File: src/rtl/brownout_pkg.sv
// rtl/brownout_pkg.sv - shared state type, default hold lengths and trip decode helper
package brownout_pkg;

    typedef enum logic [1:0] {
        ST_OK    = 2'd0,
        ST_BROWN = 2'd1,
        ST_HOLD  = 2'd2
    } state_e;

    localparam logic [15:0] HOLD_LONG_DEF  = 16'd50000;
    localparam logic [15:0] HOLD_SHORT_DEF = 16'd16;
    localparam int          DEC_MAX_W      = 256;

    // Callers truncate the result to their own 2**TRIP_W width.
    function automatic logic [DEC_MAX_W-1:0] trip_decode(input logic [7:0] code);
        logic [DEC_MAX_W-1:0] onehot;
        onehot       = '0;
        onehot[code] = 1'b1;
        return onehot;
    endfunction

endpackage

File: src/rtl/brownout_chan.sv
// rtl/brownout_chan.sv - one brownout channel: sync, debounce, FSM, hold one-shot (sticky under BROWNOUT_STICKY_EN)
module brownout_chan
    import brownout_pkg::*;
#(
    parameter int                DEB_CYCLES = 4,
    parameter int                HOLD_W     = 16,
    parameter logic [HOLD_W-1:0] HOLD_LONG  = HOLD_W'(HOLD_LONG_DEF),
    parameter logic [HOLD_W-1:0] HOLD_SHORT = HOLD_W'(HOLD_SHORT_DEF)
) (
    input  logic clk,
    input  logic rst_n,
    input  logic brout_filt,
    input  logic force_short_oneshot,
`ifdef BROWNOUT_STICKY_EN
    input  logic sticky_clr,
    output logic sticky,
`endif
    output logic out,
    output logic timed_out
);

    localparam logic [3:0] DEB_LAST = 4'(DEB_CYCLES - 1);

    state_e            state_q, state_d;
    logic [1:0]        sync_q, sync_d;
    logic [3:0]        deb_q, deb_d;
    logic [HOLD_W-1:0] hold_q, hold_d;
    logic              out_q, out_d;
    logic              timed_out_q, timed_out_d;
    logic              s;

    assign s = sync_q[1];

    always_comb begin
        sync_d      = {sync_q[0], brout_filt};
        state_d     = state_q;
        deb_d       = '0;
        hold_d      = hold_q;
        timed_out_d = 1'b0;
        case (state_q)
            ST_OK: begin
                if (s) begin
                    if (deb_q == DEB_LAST) state_d = ST_BROWN;
                    else                   deb_d   = deb_q + 4'd1;
                end
            end
            ST_BROWN: begin
                // Hold length is latched here; later changes of the select are ignored.
                if (!s) begin
                    state_d = ST_HOLD;
                    hold_d  = (force_short_oneshot ? HOLD_SHORT : HOLD_LONG) - HOLD_W'(1);
                end
            end
            ST_HOLD: begin
                if (s) begin
                    state_d = ST_BROWN;
                end else if (hold_q == '0) begin
                    state_d     = ST_OK;
                    timed_out_d = 1'b1;
                end else begin
                    hold_d = hold_q - HOLD_W'(1);
                end
            end
            default: state_d = ST_OK;
        endcase
        out_d = (state_d != ST_OK);
    end

    always_ff @(posedge clk or negedge rst_n) begin
        if (!rst_n) begin
            state_q     <= ST_OK;
            sync_q      <= '0;
            deb_q       <= '0;
            hold_q      <= '0;
            out_q       <= 1'b0;
            timed_out_q <= 1'b0;
        end else begin
            state_q     <= state_d;
            sync_q      <= sync_d;
            deb_q       <= deb_d;
            hold_q      <= hold_d;
            out_q       <= out_d;
            timed_out_q <= timed_out_d;
        end
    end

    assign out       = out_q;
    assign timed_out = timed_out_q;

`ifdef BROWNOUT_STICKY_EN
    logic sticky_q, sticky_d;

    always_comb begin
        sticky_d = sticky_q;
        if (sticky_clr) sticky_d = 1'b0;
        if (state_q == ST_OK && state_d == ST_BROWN) sticky_d = 1'b1;
    end

    always_ff @(posedge clk or negedge rst_n) begin
        if (!rst_n) sticky_q <= 1'b0;
        else        sticky_q <= sticky_d;
    end

    assign sticky = sticky_q;
`endif

endmodule

File: src/rtl/brownout_dig_mc.sv
// rtl/brownout_dig_mc.sv - multi-channel brownout controller top: trip decode, osc enable, NCH channels (BROWNOUT_STICKY_EN adds sticky flags)
module brownout_dig_mc
    import brownout_pkg::*;
#(
    parameter int                NCH        = 2,
    parameter int                TRIP_W     = 3,
    parameter int                DEB_CYCLES = 4,
    parameter int                HOLD_W     = 16,
    parameter logic [HOLD_W-1:0] HOLD_LONG  = HOLD_W'(HOLD_LONG_DEF),
    parameter logic [HOLD_W-1:0] HOLD_SHORT = HOLD_W'(HOLD_SHORT_DEF)
) (
    input  logic                        osc_ck,
    input  logic                        ena,
    input  logic [NCH*TRIP_W-1:0]       trip,
    input  logic                        force_ena_rc_osc,
    input  logic                        force_dis_rc_osc,
    input  logic                        force_short_oneshot,
    input  logic [NCH-1:0]              brout_filt,
`ifdef BROWNOUT_STICKY_EN
    input  logic                        sticky_clr,
    output logic [NCH-1:0]              sticky,
`endif
    output logic [NCH*(2**TRIP_W)-1:0]  trip_decoded,
    output logic                        osc_ena,
    output logic [NCH-1:0]              out,
    output logic                        out_any,
    output logic [NCH-1:0]              timed_out
);

    localparam int DW = 2**TRIP_W;

    always_comb begin
        trip_decoded = '0;
        if (ena) begin
            for (int i = 0; i < NCH; i++) begin
                trip_decoded[i*DW +: DW] = DW'(trip_decode(8'(trip[i*TRIP_W +: TRIP_W])));
            end
        end
    end

    // Raw brout_filt starts the oscillator before the synchronisers can observe the event.
    assign osc_ena = ena & (force_ena_rc_osc |
                            (!force_dis_rc_osc & ((|brout_filt) | (|out))));

    assign out_any = |out;

    for (genvar g = 0; g < NCH; g++) begin : g_chan
        brownout_chan #(
            .DEB_CYCLES (DEB_CYCLES),
            .HOLD_W     (HOLD_W),
            .HOLD_LONG  (HOLD_LONG),
            .HOLD_SHORT (HOLD_SHORT)
        ) u_chan (
            .clk                 (osc_ck),
            .rst_n               (ena),
            .brout_filt          (brout_filt[g]),
            .force_short_oneshot (force_short_oneshot),
`ifdef BROWNOUT_STICKY_EN
            .sticky_clr          (sticky_clr),
            .sticky              (sticky[g]),
`endif
            .out                 (out[g]),
            .timed_out           (timed_out[g])
        );
    end

endmodule

File: config.mk
export PLATFORM = sky130hd
export DESIGN_NAME = brownout_dig_mc
export DESIGN_NICKNAME = d
export VERILOG_FILES = /design/src/rtl/brownout_pkg.sv /design/src/rtl/brownout_chan.sv /design/src/rtl/brownout_dig_mc.sv
export SDC_FILE = /design/constraint.sdc
export NUM_CORES = 1
export LEC_CHECK = 0
export CORE_MARGIN = 2
export CORE_UTILIZATION = 43
export DETAILED_ROUTE_END_ITERATION = 8
export SLEW_MARGIN = 10
export SYNTH_ARGS = -nofsm -noshare
export SYNTH_HDL_FRONTEND = slang
export SYNTH_HIERARCHICAL = 1
export SYNTH_SLANG_ARGS = --single-unit
File: constraint.sdc
create_clock -name osc_ck -period 4.6 [get_ports osc_ck]
set_input_delay 0.92 -clock osc_ck [delete_from_list [all_inputs] [get_ports osc_ck]]
set_output_delay 0.92 -clock osc_ck [all_outputs]
set_load 0.01 [all_outputs]
==> results by group, run 1 <==
Run status
  – Status: finished, final reports clean

Pwr
  – PwrDens: 492 nW/um^2
  – Worst vdd ir: 0.229 mV
  – Leakage: roughly 0.0013 uW

Synthesis
  – Ranking of synthesized cells by area: dfrtp_1, nor2_1, xor2_1
  – Post-synth EDFFs: 0
  – Synthesized instance count: 326
  – Synthesized area: 2980 um^2
  – #FFs+latches synth: 52
  – Synth unique cells: 41
  – Ys flop type: dfrtp_1
  – Async SR Flop Fraction: 100%
  – Post-synthesis average cell area: slightly above 9 um^2
  – Sequential area share after synthesis: 43.6%
  – Cell taking the most area after synthesis: dfrtp_1
  – Yosys top cell area share: between 40% and 50%
  – Yosys warns: 6
  – Syn nets: around 340

Floorplan
  – Die Height: 87.3 um
  – Starting Density: roughly 44%
  – Die width: about 87 um
  – Die area: 7620 um^2
  – Core box area: 6760 um^2
  – Row count: 30
  – I/O pin total: 35

GRT
  – Antenna violations before repair: 0
  – Number of global-route vias before repair: 2,389
  – Largest net degree at the start of global routing: 28
  – First-pass GRT wire length: about 12,000 um
  – Total GRT Usage: between 10% and 20%
  – GR Overflow Total: 0

Layout
  – Final cell count without fillers: between 400 and 500
  – Antenna Cells: 0
  – Share of cells above drive strength 1: between 8 and 9%
  – Area of the multi-input gates: 1540 um^2
  – FILL cells: 633
  – Most frequent cells in the layout: dfrtp_1, nor2_1, clkdlybuf4s50_1, nand2_1, nor3_1
  – Commonest non-fill, non-tap cell in the layout: dfrtp_1
  – Area Growth Syn to Fin: 15.0%
  – Register area: 1300 um^2
  – Total Nets Final: 368
  – Post-route cell area: 3430 um^2

Route
  – Wire length per cell: between 15 and 20 um
  – DRC Markers: 0
  – DR vias: about 2,500
  – TritonRoute pass-1 iters: 4
  – DRT antenna net count: 0
  – Via-per-instance ratio: ~5.8
  – Routed Wire Length: 6660 um
  – Initial DRC count: 105

CTS
  – Worst-Skew Late Latency: 0.30 ns
  – Setup Fix Bufs, Post-CTS: 0
  – CTS tree: built
  – Clock Tree Buf Depth: 2
  – H-tree depth: 2
  – Reg clk slew, reported paths: 0.09 ns
  – CTS Buf Count: 5
  – Clock sink count: 52
  – Root buffer cell: clkbuf_8
  – Cts hold-fix bufs: 0
  – Post-cts sizing count: 0

Place
  – DP Area: roughly 3300 um^2
  – DP Cell Count: roughly 420
  – Dpl hpwl: between 4000 and 5000 um
  – Port bufs: 34
  – GP Congestion: 0.839

Timing
  – Rel. slew slack: a little over a third
  – RSZ-0062 raised after global routing: false
  – Setup tns final: 0 ns
  – Slew Viols, Final: 0
  – Post-route minimum period: 3.33 ns
  – Max frequency: 0.300 GHz
  – # setup viols final: 0
  – Period utilisation layout: between 70 and 80%
  – Worst Skew: 0.0128 ns
  – Worst Tran Pin Value: a little under 1 ns
  – Final hold violations: 0
  – Hold slack final: 0.370 ns

Min path
  – Hold_sp: g_chan[1].u_chan/sync_q[0]
  – Worst Hold Class: flop to flop

Worst setup path
  – Crit Path Max Fanout: 2
  – CP startpoint kind: input pin
  – Crit path arrival time: 2.41 ns
  – Worst setup startpoint: brout_filt[1]
  – Crit Path Category: input pin to primary output
  – Worst path required time: 3.68 ns
  – Crit. End Element: primary output
  – Crit Reg-Reg Startpoint: g_chan[1].u_chan/state_q[0]

Job
  – Max-cap violations: 0
==> sequential cells by signal, indices dropped and copies added, names as in the netlist <==
name                     flops
g_chan.u_chan/deb_q          8
g_chan.u_chan/sync_q         4
g_chan.u_chan/timed_out      2
g_chan.u_chan/out            2
g_chan.u_chan/hold_q        32
g_chan.u_chan/state_q        4
==> final timing paths <==
| kind | slack [ns] | endpoint | cells past startpoint |
|---|---|---|---|
| max in group asynchronous | 3.34 | g_chan[0].u_chan/hold_q[3] | 2 |
| max | 1.27 | osc_ena | 4 |
| max reg2reg | 1.84 | g_chan[1].u_chan/hold_q[14] | 7 |
| min reg2reg | 0.37 | g_chan[1].u_chan/sync_q[1] | 0 |
| min | 0.37 | g_chan[1].u_chan/sync_q[1] | 0 |
| min in group asynchronous | 0.59 | g_chan[1].u_chan/hold_q[12] | 1 |
==> cells by family (layout without fill, tap and decap cells) <==
logic type / Yosys count / after routing / synth area share, %
AND/OR/NAND/NOR: 161 / 161 / 29.2
AO/OA/AOI/OAI: 63 / 63 / 15.0
flip-flops: 52 / 52 / 43.6
buffers and inverters: 28 / 54 / 4.70
XOR/XNOR: 14 / 14 / 4.11
adder cells (fa/ha/maj): 4 / 4 / 1.68
multiplexers: 4 / 4 / 1.68
==> metal layers <==
layer / wire length (um) / up-vias / track usage [%]
met5: 0 / - / 0
met4: 65 / 0 / 5.59
met3: 214 / 4 / 3.03
met2: 3350 / 41 / 32.0
met1: 3030 / 1216 / 25.6
li1: - / 1232 / -
==> metrics by stage <==
| stage | setup WS, ns | util, % | total power (uW) |
|---|---|---|---|
| CTS | 1.26 | 50.7 | 1700 |
| detailed placement | 1.27 | 49.4 | 1420 |
| floorplan | 2.16 | - | 1250 |
| global placement | 1.30 | 49.4 | 1410 |
| finish | 1.27 | 50.7 | 1690 |
| global route | 1.16 | 50.7 | 1840 |
==> layout make-up <==
type | instances | share of cell area, %
clock inverter | 1 | 0.219
multi-input combinational | 246 | 44.9
timing repair buffer | 36 | 10.2
clock buffer | 7 | 2.52
sequential | 52 | 38.0
tap | 80 | 2.92
inverter | 10 | 1.24
==> cells in the mapped netlist (3+ instances only) <==
master	n
or4_1	8
or4_4	6
nand3_1	6
o221ai_1	4
nor3_1	22
nor2_1	38
or3_1	4
dfrtp_1	52
or2_2	3
buf_6	4
o21ai_0	12
a21oi_1	14
nand2_1	30
ha_1	4
nand2b_1	17
inv_1	8
xor2_1	14
o211ai_1	10
clkbuf_1	12
o2111ai_1	4
nor4_1	12
o2bb2ai_1	6
==> power breakdown <==
| part | internal [uW] | switching, uW | total, uW |
|---|---|---|---|
| Combinational | 293 | 370 | 662 |
| Clock | 123 | 146 | 269 |
| Sequential | 580 | 175 | 755 |
| Total | 995 | 691 | 1690 |
==> critical path: stages <==
cell and delay, ns:
clkdlybuf4s50_1 0.43, or2_2 0.30, o311a_1 0.28, clkdlybuf4s50_1 0.48
Note: power is estimated with default switching activity, not from simulation.
==> run 2: changes to the inputs <==
Clock period 4.6 ns to 3.21 ns, I/O delays scaled along.
==> run 2 against run 1 <==
Compared with the run above:
- routed wire length up 0.90%
- final area increased by 1.4%
- first-iteration DRC count rose by 54%
- sequential share of layout area is 0.52 points lower
- combinational power grew 60%
- register-to-register slack worse by 1.1 ns
- worst setup slack worse by 0.80 ns
- critical path depth is the same
- critical endpoint unchanged
==> results by group, run 2 (synthesized netlist as in run 1, its figures left out) <==
Route
  – Met1 wire length: 3060 um (was 3030 um)
  – DRT antenna net count: 0 (unchanged)
  – Initial DRC count: 162 (was 105)
  – DR top layer: met4 (unchanged)
  – Routed Wire Length: 6720 um (was 6660 um)
  – Routed wl met3: 233 um (was 214 um)
  – DRC Markers: 0 (unchanged)
  – Wire length per cell: 15.3 um (was 15.4 um)
  – DR vias: 2,523 (was 2,493)
  – Via-per-instance ratio: 5.76 (was 5.77)
  – WL met2: 3300 um (was 3350 um)
  – TritonRoute pass-1 iters: 4 (unchanged)

Place
  – DP Cell Count: 430 (was 424)
  – GP Congestion: 0.839 (about the same)
  – Port bufs: 34 (unchanged)
  – Dpl hpwl: 4930 um (was 4860 um)

CTS
  – CTS tree: built (unchanged)
  – Post-cts sizing count: 0 (unchanged)
  – CTS Buf Count: 5 (unchanged)
  – Setup Fix Bufs, Post-CTS: 0 (unchanged)
  – Root buffer cell: clkbuf_8 (unchanged)
  – Reg clk slew, reported paths: 0.09 ns (about the same)
  – H-tree depth: 2 (unchanged)
  – Cts hold-fix bufs: 0 (unchanged)
  – Clock Tree Buf Depth: 2 (unchanged)
  – Clock sink count: 52 (unchanged)
  – Worst-Skew Late Latency: 0.31 ns (was 0.30 ns)

Floorplan
  – Starting Density: 44.1% (unchanged)
  – Die Height: 87.3 um (unchanged)
  – Die area: 7620 um^2 (unchanged)
  – Die width: 87.3 um (unchanged)
  – Row count: 30 (unchanged)
  – Core box area: 6760 um^2 (unchanged)
  – I/O pin total: 35 (unchanged)

Pwr
  – Switching Share: 40.8% (was 41.0%)
  – Sequential power share: 41.2% (was 44.8%)
  – PwrDens: 711 nW/um^2 (was 492 nW/um^2)
  – Leakage: 0.00136 uW (was 0.00133 uW)
  – Int Pwr: 1460 uW (was 995 uW)
  – Logic pwr share: 42.7% (was 39.3%)
  – Clock network fraction of total power: 16.1% (was 15.9%)
  – Worst vdd ir: 0.390 mV (was 0.229 mV)
  – Net Sw Power: 1010 uW (was 691 uW)

Layout
  – Max reg flops: 32 (unchanged)
  – FILL cells: 640 (was 633)
  – Antenna Cells: 0 (unchanged)
  – Top reg by flops: g_chan.u_chan/hold_q (unchanged)
  – Area Growth Syn to Fin: 16.6% (was 15.0%)
  – Largest regs: g_chan.u_chan/hold_q x32, g_chan.u_chan/deb_q x8 (unchanged)
  – Total Nets Final: 374 (was 368)
  – Most frequent cells in the layout: dfrtp_1, nor2_1, clkdlybuf4s50_1, nand2_1, nor3_1 (unchanged)
  – Commonest non-fill, non-tap cell in the layout: dfrtp_1 (unchanged)
  – Final cell count without fillers: 438 (was 432)
  – Share of cells above drive strength 1: 10.3% (was 8.52%)

Worst setup path
  – Crit Path Max Fanout: 2 (unchanged)
  – Worst r2r path cells: 5 (was 7)
  – Worst R2R Setup Slack: 0.77 ns (was 1.84 ns)
  – Crit path arrival time: 2.10 ns (was 2.41 ns)
  – Worst path required time: 2.57 ns (was 3.68 ns)
  – Crit Path Category: input pin to primary output (unchanged)
  – Worst setup startpoint: brout_filt[1] (unchanged)
  – CP max stage delay: 0.47 ns (was 0.48 ns)
  – Top cell by count, worst path: clkdlybuf4s50_1 (unchanged)
  – Crit Reg-Reg Startpoint: g_chan[1].u_chan/hold_q[1] (was g_chan[1].u_chan/state_q[0])
  – Critical path depth: 4 (unchanged)
  – Delay-heaviest family, CP: buffers and inverters (unchanged)
  – Cells along the critical path: clkdlybuf4s50_1, or2_2, o311a_1, clkdlybuf4s50_1 (unchanged)
  – Crit. End Element: primary output (unchanged)
  – CP startpoint kind: input pin (unchanged)
  – WP buf/inv: 2 (unchanged)
  – Slowest CP cell: clkdlybuf4s50_1 (unchanged)

GRT
  – Largest net degree at the start of global routing: 20 (was 28)
  – Antenna violations before repair: 0 (unchanged)
  – Total GRT Usage: 19.4% (was 19.2%)
  – Number of global-route vias before repair: 2,420 (was 2,389)
  – First-pass GRT wire length: 11,800 um (was 11,700 um)
  – GR Overflow Total: 0 (unchanged)

Timing
  – Period utilisation layout: 85.5%
  – Worst Skew: 0.0120 ns (was 0.0128 ns)
  – Worst Tran Pin Value: 0.506 ns (was 0.963 ns)
  – RSZ-0062 raised after global routing: false (unchanged)
  – Post-route minimum period: 2.75 ns
  – Setup tns final: 0 ns (unchanged)
  – Final hold violations: 0 (unchanged)
  – Rel. slew slack: 66.3% (was 35.8%)
  – Slew Viols, Final: 0 (unchanged)
  – Max frequency: 0.364 GHz
  – # setup viols final: 0 (unchanged)

Run status
  – Status: finished, final reports clean (unchanged)

Min path
  – Worst Hold Class: input pin to asynchronous set/reset pin (was flop to flop)

Job
  – Max-cap violations: 0 (unchanged)
-- run 2: changes by cell type in the layout (fill, tap and decap cells not counted), sizes merged --
| cell | delta |
|---|---|
| clkbuf | -1 |
| clkinv | +1 |
| inv | +1 |
| buf | +6 |
| clkinvlp | -1 |
-- run 2: final timing paths --
check / end
setup / recovery: osc_ena
hold / removal: g_chan[1].u_chan/deb_q[1]
setup reg to reg: g_chan[1].u_chan/hold_q[0]
hold reg to reg: g_chan[0].u_chan/sync_q[1]
max in group asynchronous: g_chan[1].u_chan/hold_q[1]
min in group osc_ck: g_chan[0].u_chan/sync_q[1]
-- run 2: area by class of cell --
cell class / instances / area [um^2] / share of cell area (%)
multi-input cells: 246 / 1540 / 44.3
flip-flops and latches: 52 / 1300 / 37.4
clock buffers: 6 / 82.6 / 2.38
inverters: 10 / 42.5 / 1.22
clock inverters: 2 / 13.8 / 0.396
well taps: 80 / 100 / 2.88
repair buffers: 42 / 395 / 11.4
-- run 2: per-stage QoR --
step | power (uW) | setup WS [ns] | hold WS (ns) | cell area (um^2) | utilization (%)
5_1_grt | 2680 | 0.418 | 0.176 | 3480 | 51.4
3_5_place_dp | 2080 | 0.457 | 0.339 | 3380 | 50.0
4_1_cts | 2490 | 0.457 | 0.184 | 3480 | 51.4
6_report | 2470 | 0.465 | 0.191 | 3480 | 51.4
2_1_floorplan | 1790 | 0.909 | 0.331 | 2980 | -
3_3_place_gp | 2070 | 0.468 | 0.359 | 3380 | 50.0
-- run 2: per-layer routing --
layer	GRT usage (%)	up-vias
met4	6.01	0
met5	0	-
met3	3.79	11
met2	32.0	48
met1	25.7	1224
li1	-	1240
-- run 2: power groups by stage --
stage | sequential (uW) | combinational, uW | clock, uW
after global routing | 1050 | 1180 | 450
final | 1020 | 1060 | 398
after CTS | 1020 | 1060 | 416
after detailed placement | 1030 | 1060 | 0
after floorplan | 975 | 818 | 0
after global placement | 1030 | 1050 | 0
